===== src/rtl/seq_mem_rf_pkg.sv =====
// Shared sizing constants and types for the 8x8 zero-register register file.
package seq_mem_rf_pkg;

    localparam int unsigned RF_NUM_ENTRIES = 8;
    localparam int unsigned RF_DATA_WIDTH  = 8;
    localparam int unsigned RF_ADDR_WIDTH  = $clog2(RF_NUM_ENTRIES);

    typedef logic [RF_ADDR_WIDTH-1:0] rf_addr_t;
    typedef logic [RF_DATA_WIDTH-1:0] rf_data_t;

endpackage


===== src/rtl/seq_mem_rf_wr_decoder.sv =====
// Turns write_en/write_addr into a one-hot per-entry write strobe; entry 0 is never written.
module seq_mem_rf_wr_decoder
    import seq_mem_rf_pkg::*;
#(
    parameter int unsigned NUM_ENTRIES = RF_NUM_ENTRIES,
    parameter int unsigned ADDR_WIDTH  = $clog2(NUM_ENTRIES)
) (
    input  logic                   write_en_i,
    input  logic [ADDR_WIDTH-1:0]  write_addr_i,
    output logic [NUM_ENTRIES-1:0] entry_we_o
);

    always_comb begin
        entry_we_o = '0;
        if (write_en_i) begin
            entry_we_o[write_addr_i] = 1'b1;
        end
        entry_we_o[0] = 1'b0;
    end

endmodule


===== src/rtl/seq_mem_8x8b_1r1w_rf_z.sv =====
// 8x8 register file, one combinational read and one synchronous write port, entry 0 reads zero.
// Define SEQ_MEM_RF_BYPASS_EN to forward same-cycle write data to a matching read.
module seq_mem_8x8b_1r1w_rf_z
    import seq_mem_rf_pkg::*;
#(
    parameter int unsigned NUM_ENTRIES = RF_NUM_ENTRIES,
    parameter int unsigned DATA_WIDTH  = RF_DATA_WIDTH,
    localparam int unsigned ADDR_WIDTH = $clog2(NUM_ENTRIES)
) (
    input  logic                  clk,
    input  logic                  reset,
    input  logic [ADDR_WIDTH-1:0] read_addr,
    output logic [DATA_WIDTH-1:0] read_data,
    input  logic                  write_en,
    input  logic [ADDR_WIDTH-1:0] write_addr,
    input  logic [DATA_WIDTH-1:0] write_data
);

    logic [NUM_ENTRIES-1:0] entry_we;
    logic [DATA_WIDTH-1:0]  mem_q [NUM_ENTRIES-1:1];
    logic [DATA_WIDTH-1:0]  mem_d [NUM_ENTRIES-1:1];
    logic [DATA_WIDTH-1:0]  entries [NUM_ENTRIES];

    seq_mem_rf_wr_decoder #(
        .NUM_ENTRIES (NUM_ENTRIES),
        .ADDR_WIDTH  (ADDR_WIDTH)
    ) u_wr_decoder (
        .write_en_i   (write_en),
        .write_addr_i (write_addr),
        .entry_we_o   (entry_we)
    );

    // Reset wins over any write presented in the same cycle.
    always_comb begin
        for (int i = 1; i < NUM_ENTRIES; i++) begin
            mem_d[i] = mem_q[i];
            if (reset) begin
                mem_d[i] = '0;
            end else if (entry_we[i]) begin
                mem_d[i] = write_data;
            end
        end
    end

    always_ff @(posedge clk) begin
        for (int i = 1; i < NUM_ENTRIES; i++) begin
            mem_q[i] <= mem_d[i];
        end
    end

    // Entry 0 has no flop; it is a constant zero in the read view.
    always_comb begin
        entries[0] = '0;
        for (int i = 1; i < NUM_ENTRIES; i++) begin
            entries[i] = mem_q[i];
        end
    end

    always_comb begin
        read_data = entries[read_addr];
`ifdef SEQ_MEM_RF_BYPASS_EN
        if (write_en && (write_addr == read_addr) && (read_addr != '0)) begin
            read_data = write_data;
        end
`endif
    end

endmodule


===== config.mk =====
export PLATFORM = sky130hd
export DESIGN_NAME = seq_mem_8x8b_1r1w_rf_z
export DESIGN_NICKNAME = d
export VERILOG_FILES = /design/src/rtl/seq_mem_rf_pkg.sv /design/src/rtl/seq_mem_rf_wr_decoder.sv /design/src/rtl/seq_mem_8x8b_1r1w_rf_z.sv
export SDC_FILE = /design/constraint.sdc
export NUM_CORES = 1
export LEC_CHECK = 0
export ABC_CLOCK_PERIOD_IN_PS = 1800
export CAP_MARGIN = 0
export CORE_UTILIZATION = 56
export CTS_CLUSTER_SIZE = 30
export DETAILED_ROUTE_END_ITERATION = 7
export PLACE_DENSITY = 0.78
export SLEW_MARGIN = 20
export SYNTH_ARGS = -nofsm -noshare
export SYNTH_HDL_FRONTEND = slang
export SYNTH_SLANG_ARGS = --single-unit
export TNS_END_PERCENT = 10

===== constraint.sdc =====
create_clock -name clk -period 1.8 [get_ports clk]
set_clock_uncertainty 0.15 [all_clocks]
set_input_delay 0.36 -clock clk [delete_from_list [all_inputs] [get_ports clk]]
set_output_delay 0.36 -clock clk [all_outputs]
set_load 0.02 [all_outputs]

==> flow_metrics.tcl <==
set metrics [dict create \
    r2r-end "mem_q[0][36]" \
    crit_type "reg -> out" \
    gr-total-overflow 0 \
    setup.worst_path.start "mem_q[0][14]" \
    hold_viol 0 \
    irDropWorstVdd_v 0.000388 \
    rsz0062_at_grt "yes" \
    start_util 0.592 \
    io_buffers 24 \
    max_slew_margin 0.760 \
    cts_buffers 5 \
    io_pins 25 \
    critPathArrivalTime_ps 1460 \
    crit_path_end_kind "primary output" \
    dp_hpwl_um 4210 \
    clockBufferDepth 2 \
    worst_pin_slew_ps 358 \
    power.density_nw_per_um2 710 \
    grt_pass1_vias 2089 \
    max_freq_ghz 0.507 \
    dp_slack_ps -1120 \
    avgViaCountPerCell 6.03 \
    drt-pass1-iter-count 4 \
    core_area_um2 4410 \
    top_register "mem_q" \
    critPathRequiredTime_ps 1290 \
    status "finished with violations" \
    reg2reg_slack_ps 930 \
    fin_tns_setup_ps -1210 \
    die_area_um2 4950 \
    antenna_cells 0 \
    period_share 1.10 \
    grt_max_degree 57 \
    setup_violations 8 \
    ys_seq_elements 56 \
    placed_area_um2 3030 \
    critPathCapture "read_data[6]" \
    ant_nets 0 \
    netlist_area_um2 2620 \
    grt_usage 0.288 \
    drive_gt1_frac 0.240 \
    slew_violations 0 \
    largest_reg_flops 56 \
    cap_violations 0 \
    drt_wl_total_um 6890 \
    power.leakage_nw 1.22 \
    yosysUniqueCellTypes 21 \
    seq_area_frac_synth 0.429 \
    hold_depth 2 \
    syn_area_per_cell_um2 9.37 \
    antenna_found_initial 0 \
    path_clk_slew_ps 100 \
    die_h_um 70.3 \
    fin_ws_ps -173 \
    worstHoldPathType "reg -> reg" \
    postCtsHoldBufs 0 \
    reg2reg_depth 2 \
    period_needed_ps 1970 \
    cts_htree_levels 2 \
    start_kind "register" \
    stdcell_area_um2 3270 \
    drcViolationCount 0 \
    synth_cells 279 \
    clock-sinks 56 \
    gp_congestion 0.887 \
    fp-row-count 24 \
    insertion_delay_ps 310 \
    vias 2201 \
    crit_fanout 2 \
    drt_iter0_markers 224 \
    syn2layout_area_growth_pct 25.2 \
    top_regs "mem_q (56)" \
    die_w_um 70.3 \
    reg2reg_from "mem_q[0][36]" \
    cts_tree "built" \
    holdWs_ps 309 \
    failed_checks "setup timing" \
    post_drt_wl_per_cell_um 18.9 \
    synth.net_count 296 \
    fin_nets 330 \
    clockRootBuffer "clkbuf_8" \
    grt_pass1_wl_um 11100 \
    synth_warnings 0 \
]
-- repair_timing --
action	CTS	global route
resized for setup	74	6
cloned	1	0
setup endpoints to repair	8	8
pin swaps	7	3
setup buffers	1	0
-- layer usage --
layer,vias up,share of wire,track usage
met5,-,0,0
met4,0,0.040,0.0956
met3,22,0.051,0.0548
met2,74,0.47,0.475
met1,1069,0.44,0.375
li1,1036,-,-
-- power by group --
group | internal, mW | switching (mW)
clock | 0.265 | 0.401
combinational | 0.178 | 0.199
sequential | 1.26 | 0.0163
-- worst min-delay path by stage --
stage                         to    startpoint  slack (ps)
floorplan           mem_q[0][47]  mem_q[0][47]         280
global placement    mem_q[0][49]  mem_q[0][49]         290
detailed placement  mem_q[0][50]  mem_q[0][50]         300
CTS                 mem_q[0][50]  mem_q[0][50]         310
global route        mem_q[0][43]  mem_q[0][43]         340
finish              mem_q[0][31]  mem_q[0][31]         310
-- final cells by class --
cell class	instances	area [um2]
clock buffer	5	68.8
clock inverter	2	12.5
fill	321	1140
multi-input combinational	198	1450
sequential	56	1120
tap	52	65.1
timing repair buffer	52	557
-- cells by family (layout without fill, tap and decap cells) --
family	count (synthesis)	count (layout)	share of synthesized area
flip-flops	56	56	0.429
multiplexers	48	48	0.198
AO/OA/AOI/OAI	48	48	0.134
buffers and inverters	25	59	0.0646
AND/OR/NAND/NOR	102	102	0.175
-- per-stage QoR --
step           utilization  std cells  total power [mW]
2_1_floorplan            -        279              1.49
3_3_place_gp         0.686        356              1.63
3_5_place_dp         0.686        356              1.64
4_1_cts              0.736        365              2.31
5_1_grt              0.742        365              2.40
6_report             0.742        365              2.32
-- cell usage after synthesis --
master	number	area (um2)
a21oi_1	32	160
a221oi_1	8	70.1
a221oi_2	8	120
and2_1	1	6.26
and4_1	1	8.76
and4b_1	3	30.0
and4bb_1	3	37.5
buf_2	9	45.0
buf_4	2	15.0
buf_6	7	78.8
clkbuf_1	6	22.5
clkbuf_4	1	7.51
dfxtp_1	56	1120
mux2_2	1	11.3
mux2_4	7	105
mux2i_1	40	400
nand2_1	64	240
nand4_1	1	6.26
nand4b_1	3	26.3
nor2_1	24	90.1
nor2b_1	2	12.5
-- cell usage in the layout (no fill, tap or decap) --
master           netlist  layout
and4_1                 1       1
a21oi_1               32      32
dfxtp_1               56      53
clkdlybuf4s50_1        0      12
buf_16                 0       1
buf_8                  0       1
mux2_4                 7       8
a221oi_2               8      10
clkinvlp_4             0       1
buf_2                  9       5
dlygate4sd2_1          0       1
dfxtp_2                0       3
buf_6                  7       2
nor2b_4                0       2
buf_12                 0       9
nand2_1               64      64
a221oi_1               8       1
nor2_1                24      24
and4bb_1               3       3
nand4_1                1       1
and2_4                 0       1
clkbuf_8               0       5
mux2i_1               40      40
nand4b_1               3       3
buf_4                  2      21
clkinv_2               0       1
a221oi_4               0       5
and4b_1                3       3
-- critical path: stages, from the launching register on --
cell      delay (ps)
dfxtp_2          330
mux2_4           280
a221oi_4         310
a221oi_2          60
buf_4            170
No activity file was read; power rests on OpenSTA's default activity.
